**config.mk**
```make
export PLATFORM = sky130hd
export DESIGN_NAME = candy_vend_ctrl
export DESIGN_NICKNAME = d
export VERILOG_FILES = /design/src/rtl/candy_vend_ctrl.sv
export SDC_FILE = /design/constraint.sdc
export NUM_CORES = 1
export LEC_CHECK = 0
export CAP_MARGIN = 10
export CELL_PAD_IN_SITES_DETAIL_PLACEMENT = 0
export CELL_PAD_IN_SITES_GLOBAL_PLACEMENT = 1
export CORE_ASPECT_RATIO = 0.5
export CORE_MARGIN = 10
export CORE_UTILIZATION = 36
export CTS_BUF_LIST = sky130_fd_sc_hd__clkbuf_2 sky130_fd_sc_hd__clkbuf_4 sky130_fd_sc_hd__clkbuf_8
export DETAILED_ROUTE_END_ITERATION = 10
export PLACE_DENSITY = 0.86
export SLEW_MARGIN = 20
export SYNTH_ARGS = -nofsm -noshare
export SYNTH_HDL_FRONTEND = slang
export SYNTH_SLANG_ARGS = --single-unit
```
**constraint.sdc**
```tcl
create_clock -name clk -period 5.4 [get_ports clk]
set_clock_uncertainty 0.05 [all_clocks]
set_input_delay 0.81 -clock clk [delete_from_list [all_inputs] [get_ports clk]]
set_output_delay 0.81 -clock clk [all_outputs]
set_load 0.03 [all_outputs]
```
**src/rtl/candy_vend_ctrl.sv**
```systemverilog
// Vending controller: coin credit, fixed-price vend with timed motor drive, refund strobe.
// Optional macro COIN_EDGE_DETECT_EN adds rising-edge detectors on coin_valid, buy and refund.
module candy_vend_ctrl #(
  parameter int unsigned PRICE           = 5,
  parameter int unsigned STOCK           = 7,
  parameter int unsigned DISPENSE_CYCLES = 4
) (
  input  logic       clk,
  input  logic       reset,
  input  logic       coin_valid,
  input  logic [1:0] coin_val,
  input  logic       buy,
  input  logic       refund,
  output logic [3:0] sum,
  output logic [2:0] candy_sum,
  output logic       dispense,
  output logic [3:0] change_out,
  output logic       change_valid,
  output logic       coin_reject,
  output logic       buy_denied,
  output logic       sold_out
);

  // state  | meaning
  // IDLE   | no credit held
  // CREDIT | credit held, waiting for coin/buy/refund
  // VEND   | motor driven for DISPENSE_CYCLES cycles
  // CHANGE | one cycle, change strobe asserted
  typedef enum logic [1:0] {IDLE, CREDIT, VEND, CHANGE} state_t;

  localparam logic [4:0] PRICE_L  = 5'(PRICE);
  localparam logic [2:0] STOCK_L  = 3'(STOCK);
  localparam logic [3:0] CNT_LAST = 4'(DISPENSE_CYCLES - 1);

  state_t     state_q, state_n;
  logic [3:0] sum_n, change_out_n, cnt_q, cnt_n;
  logic [2:0] candy_n;
  logic       dispense_n, change_valid_n, coin_reject_n, buy_denied_n;
  logic       coin_p, buy_p, refund_p;
  logic [1:0] val_p;
  logic [4:0] coin_amt, coin_total;

`ifdef COIN_EDGE_DETECT_EN
  logic coin_d, buy_d, refund_d;
  always_ff @(posedge clk) begin
    if (!reset) begin
      coin_d   <= 1'b0;
      buy_d    <= 1'b0;
      refund_d <= 1'b0;
      coin_p   <= 1'b0;
      buy_p    <= 1'b0;
      refund_p <= 1'b0;
      val_p    <= 2'b00;
    end else begin
      coin_d   <= coin_valid;
      buy_d    <= buy;
      refund_d <= refund;
      coin_p   <= coin_valid & ~coin_d;
      buy_p    <= buy & ~buy_d;
      refund_p <= refund & ~refund_d;
      val_p    <= coin_val;
    end
  end
`else
  assign coin_p   = coin_valid;
  assign buy_p    = buy;
  assign refund_p = refund;
  assign val_p    = coin_val;
`endif

  always_comb begin
    case (val_p)
      2'b00:   coin_amt = 5'd1;
      2'b01:   coin_amt = 5'd2;
      2'b10:   coin_amt = 5'd5;
      default: coin_amt = 5'd10;
    endcase
  end

  assign coin_total = {1'b0, sum} + coin_amt;

  always_comb begin
    state_n        = state_q;
    sum_n          = sum;
    candy_n        = candy_sum;
    cnt_n          = cnt_q;
    dispense_n     = 1'b0;
    change_out_n   = 4'd0;
    change_valid_n = 1'b0;
    coin_reject_n  = 1'b0;
    buy_denied_n   = 1'b0;
    case (state_q)
      IDLE, CREDIT: begin
        if (buy_p) begin
          coin_reject_n = coin_p;
          if (({1'b0, sum} >= PRICE_L) && (candy_sum < STOCK_L)) begin
            state_n    = VEND;
            sum_n      = 4'(({1'b0, sum} - PRICE_L));
            candy_n    = candy_sum + 3'd1;
            cnt_n      = CNT_LAST;
            dispense_n = 1'b1;
          end else begin
            buy_denied_n = 1'b1;
          end
        end else if (refund_p) begin
          coin_reject_n = coin_p;
          if (sum != 4'd0) begin
            state_n        = CHANGE;
            change_out_n   = sum;
            change_valid_n = 1'b1;
            sum_n          = 4'd0;
          end
        end else if (coin_p) begin
          if (coin_total <= 5'd15) begin
            sum_n   = coin_total[3:0];
            state_n = CREDIT;
          end else begin
            coin_reject_n = 1'b1;
          end
        end
      end
      VEND: begin
        coin_reject_n = coin_p;
        if (cnt_q == 4'd0) begin
          state_n = (sum != 4'd0) ? CREDIT : IDLE;
        end else begin
          cnt_n      = cnt_q - 4'd1;
          dispense_n = 1'b1;
        end
      end
      CHANGE: begin
        coin_reject_n = coin_p;
        state_n       = IDLE;
      end
      default: state_n = IDLE;
    endcase
  end

  always_ff @(posedge clk) begin
    if (!reset) begin
      state_q      <= IDLE;
      sum          <= 4'd0;
      candy_sum    <= 3'd0;
      cnt_q        <= 4'd0;
      dispense     <= 1'b0;
      change_out   <= 4'd0;
      change_valid <= 1'b0;
      coin_reject  <= 1'b0;
      buy_denied   <= 1'b0;
    end else begin
      state_q      <= state_n;
      sum          <= sum_n;
      candy_sum    <= candy_n;
      cnt_q        <= cnt_n;
      dispense     <= dispense_n;
      change_out   <= change_out_n;
      change_valid <= change_valid_n;
      coin_reject  <= coin_reject_n;
      buy_denied   <= buy_denied_n;
    end
  end

  assign sold_out = (candy_sum == STOCK_L);

endmodule

```
# Word-level counts from Yosys, hierarchy flattened
# Cells that the tools add are included.
# Widths: inputs -> output; s select.
[word_totals]
regBits = 21
latchBits = 0
mem_bits_rw = 0
mem_bits_ro = 0
inputBits = 7
output_inout_bits = 16
wordCells = 84
memories = 0
[op_classes]
add_sub_neg = 4
multipliers = 0
n_div = 0
magnitude_cmp = 3
eq_ne = 16
n_shift = 0
mux = 31
bitwise = 4
reduce_logical = 17
[ops]
columns = ["cell", "count"]
rows = [
  ["$mux 4", 9],
  ["$mux 2", 7],
  ["$ne 4x4->1 const B", 3],
  ["$pmux 4 s3", 1],
  ["$mux 1", 10],
  ["$reduce_and 5->1", 2],
  ["$ne 2x2->1 const B", 4],
  ["$pmux 4 s2", 1],
  ["$eq 2x2->1 const B", 3],
  ["$pmux 2 s3", 1],
  ["$reduce_and 3->1", 2],
  ["$reduce_bool 3->1", 2],
  ["$add 4x5->5", 1],
  ["$le 5x4->1 const B", 1],
  ["$reduce_or 5->1", 1],
  ["$eq 2x1->1 const B", 2],
  ["$ge 4x3->1 const B", 1],
  ["$logic_not 2->1", 2],
  ["$logic_not 4->1", 1],
  ["$not 1->1", 4],
  ["$pmux 1 s2", 2],
  ["$reduce_and 4->1", 1],
  ["$reduce_bool 4->1", 1],
  ["$reduce_or 2->1", 2],
  ["other kinds (11)", 11],
]

# Longest topological paths before layout
# Gate-level depths: netlist of run 1.
[depth]
depth_word = 9
depth_mapped = 8
mapped_depth_nobuf = 8

# Worst setup path before layout of run 1
# Ideal clock, no wire load.
[synth_path]
path_kind = "input to register"
start = "input coin_val[0]"
end = "register sum[2]"
setup_ns = 0.116
arrival_time_ns = 2.353
required_ns = 5.234
path_slack_ns = 2.880
cell_stages = 8
path_buffers = 0
path_cell_list = "inv_1 ha_1 fa_1 a211oi_1 nor3_1 o22a_4 a221o_1 o211a_1"
[synth_between]
elab_chain_cells = 7
word_cells_on_any_way = 12
cone_classes = "add/sub: 1; order compare: 1; eq/ne: 2; mux: 5; reduce/logical: 3"
[synth_lines]
columns = ["item", "line_no", "text"]
rows = [
  ["start: declaration", "11", "input logic [1:0] coin_val,"],
  ["$eq 2x2->1, or another cell as far along", "72", "case (val_p)"],
  ["$pmux 4 s3 *", "72", ""],
  ["$add 4x5->5 *", "80", "assign coin_total = {1'b0, sum} + coin_amt;"],
  ["parallel branches: the longest is 4 deep, another holds $le 5x4->1", "--", ""],
  ["end signal: assignment", "152", "sum <= sum_n;"],
  ["end: declaration", "14", "output logic [3:0] sum,"],
]
# Mark *: on every way between the ends. The select of a mux whose other input is x is not followed.
# A chain may end at the register's enable or synchronous reset.

# Worst setup path in the final report of run 1
# Ends and elaborated chain as after synthesis.

==> results.toml, run 1 <==
[sta]
timing.max_slew.rel_slack = 0.636
rsz0062_at_grt = "no"
worst_pin_slew_ns = 0.544
max_clock_freq_mhz = 335
timing.final.setup_violations = 0
setup_total_negative_slack_ns = 0
min_period_ns = 2.98
hold_ws_ns = 0.440
maxSlewViolCount = 0
fin_crit_sh = 0.552
final_hold_viols = 0

[status]
outcome = "completed"

[clock_tree]
clk_path_buf_depth = 2
cts-root-buf = "sky130_fd_sc_hd__clkbuf_8"
number_of_hold_buffers_added_after_cts = 0
cts_resized = 0
clock_transition_at_path_regs_ns = 0.08
clkLatencyLatePin_ns = 0.26
cts_tree = "done"
cts-buffers-inserted = 3
clkSinkCount = 21
h-tree-depth = 1
post_cts_setup_driven_buffer_insertion_count = 0

[cells_and_area]
antenna_cells = 0
final_area_mm2 = 0.00147
fillerInstances = 326
final_layout_size_suffix_gt1_frac = 0.0592
flow.area_growth_from_synthesis_pct = 26.0
nNetsFinal = 171
finish.cell_count_without_fillers = 192

[yosys]
synth_sequential_area_ratio = 0.360
number_of_unique_standard_cell_types_used_by_synthesis = 37
avg_cell_area_syn_um2 = 9.06
yosysWarningCount = 0
syn-instance-count = 129
yosys_register_bits = 21
synthesized_netlist_net_count = 147
post_synth_design_cell_area_mm2 = 0.00117

[floorplan]
io-pin-count = 23
chip_height_um = 60.3
row_count = 14
die_width_um = 101
starting_density_of_the_core = 0.383
core_area_mm2 = 0.00305
die-area_mm2 = 0.00606

[critical_path]
ff2ff_setup_slack_ns = 3.21
r2r_end = "sum[2]"
crit_type = "input pin to flip-flop"
worstSetupStartpoint = "coin_val[0]"
r2r_start = "sum[0]"
number_of_cell_instances_on_the_worst_register_to_register_path = 7
worst_setup_path_start_kind = "input pin"
required_ns = 5.51
cp_max_fo = 7
critical_path_arrival_ns = 3.09
worst_setup_path_end_kind = "flip-flop"

[min_path]
min_path_type = "flip-flop to flip-flop"
hold_end = "state_q[0]"
start_point_of_the_worst_min_delay_path = "state_q[0]"
worstHoldPathCells = 2

[routing]
drc_errors = 0
via_to_cell_ratio = 5.05
routed-via-count = 970
drt_first_pass_iters = 4
wl_per_cell_um = 13.4
ant_nets = 0
routed_wl_um = 2570
drtIter0Drc = 62

[flow_run]
max_cap_check_violation_count = 0

[placement]
placed_cells = 188
post-dp-hpwl_um = 2080
placed_area_mm2 = 0.00143
placement.io_buffers = 22
gp_congestion = 0.747

[global_routing]
pin_count_of_the_biggest_net_entering_global_routing = 16
overflow = 0
grt_antenna_before_repair = 0
global_route.usage.total = 0.0892
global_route_wire_length_before_repair_um = 4440
first_global_vias = 929

[pwr]
fin_total_pwr_uw = 568
leakage_uw = 0.000599
power_per_cell_area_mw_per_mm2 = 386
worst_ir_drop_vdd_mv = 0.127
[report_power, final]
part / switching [uW] / total (uW) / internal (uW)
Clock: 51.5 / 103 / 51.4
Sequential: 31.9 / 212 / 181
Combinational: 136 / 253 / 117
Total: 219 / 568 / 349
[cells by family (layout without fill, tap and decap cells)]
logic type | count (synthesis) | in the layout | share of synthesized area
and+or+nand+nor | 45 | 45 | 0.215
AOI/OAI and AO/OA | 31 | 31 | 0.192
DFF | 21 | 21 | 0.360
buffers and inverters | 12 | 35 | 0.0396
adders and majority gates | 11 | 11 | 0.124
xor gates and xnor gates | 7 | 7 | 0.0525
muxes | 2 | 2 | 0.0171
[synthesized netlist by cell type (all sizes together)]
master	n	area, um^2
a211oi	4	30.0
a21o	2	15.0
a21oi	7	38.8
a221o	1	10.0
a31oi	1	6.26
and2	4	25.0
and3	1	6.26
buf	1	5.00
clkbuf	2	7.51
dfxtp	21	420
fa	1	20.0
ha	10	125
inv	9	33.8
mux2i	2	20.0
nand2	9	33.8
nand2b	3	18.8
nand3	1	5.00
nand3b	1	7.51
nor2	12	47.6
nor2b	1	6.26
nor3	6	30.0
nor3b	3	27.5
nor4b	2	23.8
nor4bb	2	20.0
o211a	2	20.0
o21a	1	7.51
o21ai	8	40.0
o221a	2	22.5
o22a	1	17.5
o31ai	1	7.51
o32ai	1	8.76
xnor2	4	35.0
xor2	3	26.3
[stage by stage]
step / setup slack, ns / utilization
2_1_floorplan: 2.88 / -
3_3_place_gp: 2.21 / 0.468
3_5_place_dp: 2.11 / 0.468
4_1_cts: 2.40 / 0.483
5_1_grt: 2.30 / 0.483
6_report: 2.42 / 0.483
[layout by cell type, fill, tap and decap left out, types with 2 or more instances in the layout]
| cell | count |
|---|---|
| sky130_fd_sc_hd__nand2b_1 | 3 |
| sky130_fd_sc_hd__dfxtp_1 | 21 |
| sky130_fd_sc_hd__o221a_1 | 2 |
| sky130_fd_sc_hd__nor2_1 | 11 |
| sky130_fd_sc_hd__inv_1 | 9 |
| sky130_fd_sc_hd__o21ai_0 | 8 |
| sky130_fd_sc_hd__mux2i_1 | 2 |
| sky130_fd_sc_hd__xnor2_1 | 4 |
| sky130_fd_sc_hd__o211a_1 | 2 |
| sky130_fd_sc_hd__a21o_1 | 2 |
| sky130_fd_sc_hd__clkdlybuf4s50_1 | 22 |
| sky130_fd_sc_hd__xor2_1 | 3 |
| sky130_fd_sc_hd__ha_1 | 10 |
| sky130_fd_sc_hd__clkbuf_8 | 3 |
| sky130_fd_sc_hd__nand2_1 | 9 |
| sky130_fd_sc_hd__and2_1 | 4 |
| sky130_fd_sc_hd__nor3_1 | 6 |
| sky130_fd_sc_hd__nor4bb_1 | 2 |
| sky130_fd_sc_hd__nor3b_1 | 2 |
| sky130_fd_sc_hd__a211oi_1 | 4 |
| sky130_fd_sc_hd__a21oi_1 | 6 |
[flip-flops by register name (all words and copies together), names as in the netlist]
signal        cells
buy_denied        1
candy_sum         3
change_out        4
change_valid      1
cnt_q             4
coin_reject       1
dispense          1
state_q           2
sum               4
[layout make-up]
cell class                      instances  area, um^2  area share
Clock buffer                            3        41.3      0.0280
Timing Repair Buffer                   22         220       0.150
Multi-Input combinational cell         96         702       0.477
Tap cell                               40        50.0      0.0340
Inverter                                9        33.8      0.0229
Clock inverter                          1        5.00     0.00340
Sequential cell                        21         420       0.285
[routing by layer]
| layer | up-vias | global-route usage | wire length, um |
|---|---|---|---|
| met5 | - | 0 | 0 |
| met4 | 0 | 0.0300 | 24 |
| met3 | 4 | 0.0276 | 161 |
| met2 | 22 | 0.145 | 1170 |
| met1 | 443 | 0.110 | 1200 |
| li1 | 501 | - | - |
[how the worst max path moves through the flow]
stage | endpoint
global route | sum[2]
global placement | sum[2]
finish | sum[2]
floorplan | sum[2]
CTS | sum[2]
detailed placement | sum[2]
[worst max-delay path, stage by stage]
cell and delay [ns]:
sky130_fd_sc_hd__clkdlybuf4s50_1 0.56, sky130_fd_sc_hd__inv_1 0.07, sky130_fd_sc_hd__ha_1 0.22, sky130_fd_sc_hd__fa_1 0.43, sky130_fd_sc_hd__a211oi_1 0.26, sky130_fd_sc_hd__nor3_1 0.12
sky130_fd_sc_hd__o22a_4 0.23, sky130_fd_sc_hd__a221o_1 0.26, sky130_fd_sc_hd__o211a_1 0.13
Note: power is estimated with default switching activity, not from simulation.
==> run 2, diff against run 1 <==
- clock period: 5.4 -> 2.9 ns (I/O delays scaled with it)
==> run 2 against run 1 <==
  * Die area is the same
  * Total power increased by 88%
  * Sequential power up 88%
  * Wire length increased by 2.8%
  * Via count increased by 3.8%
==> results.toml, run 2 (synthesized netlist as in run 1, its figures left out) <==
[critical_path]
r2r_start = "sum[0]"
cp_max_fo = 7
r2r_end = "sum[2]"
ff2ff_setup_slack_ns = 0.70
required_ns = 3.00
cell_by_cell_listing_of_the_critical_path = "clkdlybuf4s50_1 > inv_1 > ha_1 > fa_1 > a211oi_1 > nor3_1 > o22a_4 > a221o_1 > o211a_1"
critical_path_arrival_ns = 2.59
cp_slowest_stage_delay_ns = 0.47
number_of_cell_instances_on_the_worst_register_to_register_path = 7
worst_path_max_delay_cell = "sky130_fd_sc_hd__clkdlybuf4s50_1"
crit_type = "input pin to flip-flop"
worst_setup_path_end_kind = "flip-flop"
worst_setup_path_start_kind = "input pin"

[routing]
drc_errors = 0
routed-via-count = 1007
drtIter0Drc = 53
wl_per_cell_um = 13.6
drt_first_pass_iters = 4
ant_nets = 0
via_to_cell_ratio = 5.19
routed_wl_um = 2640

[global_routing]
first_global_vias = 927
global_route_wire_length_before_repair_um = 4350
grt_use_met2 = 0.148
met1_track_utilization_from_global_routing = 0.106
global_route.usage.total = 0.0885
overflow = 0
grt_antenna_before_repair = 0
globalRouteMet3Util = 0.0322
pin_count_of_the_biggest_net_entering_global_routing = 12
grt_most_used_layer = "met2"

[sta]
maxSlewViolCount = 0
fin_crit_sh = 0.858
timing.max_slew.rel_slack = 0.675
timing.final.setup_violations = 0
hold_ws_ns = 0.442
rsz0062_at_grt = "no"
final_hold_viols = 0
setup_total_negative_slack_ns = 0
worst_pin_slew_ns = 0.486
min_period_ns = 2.49
max_clock_freq_mhz = 402

[clock_tree]
clock_transition_at_path_regs_ns = 0.08
post_cts_setup_driven_buffer_insertion_count = 0
clkSinkCount = 21
clkLatencyLatePin_ns = 0.26
h-tree-depth = 1
cts_resized = 0
cts_tree = "done"
cts-root-buf = "sky130_fd_sc_hd__clkbuf_8"
number_of_hold_buffers_added_after_cts = 0
clk_path_buf_depth = 2
cts-buffers-inserted = 3

[pwr]
power_per_cell_area_mw_per_mm2 = 719
share_seq_of_total_power = 0.372
clock_power_share = 0.187
power.switching_uw = 408
leakage_uw = 0.000610
worst_ir_drop_vdd_mv = 0.341
power.share.switching = 0.381
pwr-share-comb = 0.441
internal-power_uw = 663

[floorplan]
row_count = 14
die-area_mm2 = 0.00606
io-pin-count = 23
core_area_mm2 = 0.00305
starting_density_of_the_core = 0.383
die_width_um = 101
chip_height_um = 60.3

[cells_and_area]
final_layout_size_suffix_gt1_frac = 0.0714
final_area_mm2 = 0.00149
nNetsFinal = 173
post-route-util = 0.489
antenna_cells = 0
flow.area_growth_from_synthesis_pct = 27.5
final_cell_mix = "22 x sky130_fd_sc_hd__clkdlybuf4s50_1, 21 x sky130_fd_sc_hd__dfxtp_1, 11 x sky130_fd_sc_hd__nor2_1, 10 x sky130_fd_sc_hd__ha_1"
top_flop_regs = "change_out: 4 flops, cnt_q: 4 flops, sum: 4 flops"
commonest_non_fill_non_tap_cell_in_the_layout = "sky130_fd_sc_hd__clkdlybuf4s50_1"

[flow_run]
max_cap_check_violation_count = 0

[placement]
post-dp-hpwl_um = 2120
placement.io_buffers = 22
placed_area_mm2 = 0.00144
gp_congestion = 0.782

[min_path]
start_point_of_the_worst_min_delay_path = "state_q[0]"
hold_end = "state_q[0]"
min_path_type = "flip-flop to flip-flop"
worstHoldPathCells = 2

[status]
outcome = "completed"
run 2: per-layer routing:
metal,vias to the layer above,routed length [um]
met5,-,0
met4,0,27
met3,2,162
met2,26,1210
met1,472,1240
li1,507,-
run 2: worst max-delay path: cells and delay by family:
family,cells,cell delay (ns)
AO/OA/AOI/OAI,4,0.88
adder cells (fa/ha/maj),2,0.64
buffers and inverters,2,0.51
AND/OR/NAND/NOR,1,0.12
run 2: worst max path at each step:
stage,cells after the start,endpoint,from
6_report,9,sum[2],coin_val[0]
2_1_floorplan,7,sum[2],sum[0]
3_3_place_gp,9,sum[2],coin_val[0]
4_1_cts,9,sum[2],coin_val[0]
3_5_place_dp,9,sum[2],coin_val[0]
5_1_grt,9,sum[2],coin_val[0]
run 2: power by group through the flow:
stage | sequential [uW] | combinational [uW] | clock [uW]
finish | 398 | 472 | 200
global route | 408 | 523 | 218
CTS | 398 | 477 | 205
detailed placement | 405 | 474 | 0
global placement | 404 | 468 | 0
floorplan | 447 | 289 | 0
run 2: cell type report:
type	instances	area, um^2
Fill cell	298	1560
Multi-Input combinational cell	96	702
Sequential cell	21	420
Timing Repair Buffer	24	235
Tap cell	40	50.0
Clock buffer	4	48.8
Inverter	9	33.8
run 2: through the flow:
stage / setup WS (ns) / cells / total power [uW]
4_1_cts: 0.410 / 194 / 1080
3_5_place_dp: 0.131 / 190 / 879
5_1_grt: 0.311 / 194 / 1150
3_3_place_gp: 0.190 / 190 / 872
2_1_floorplan: 0.726 / 129 / 736
6_report: 0.410 / 194 / 1070
==> run 3, diff against run 2 <==
- SETUP_SLACK_MARGIN: unset -> 0.3
==> results of run 3 <==
Final layout, timing and power as in run 2 (identical DEF).
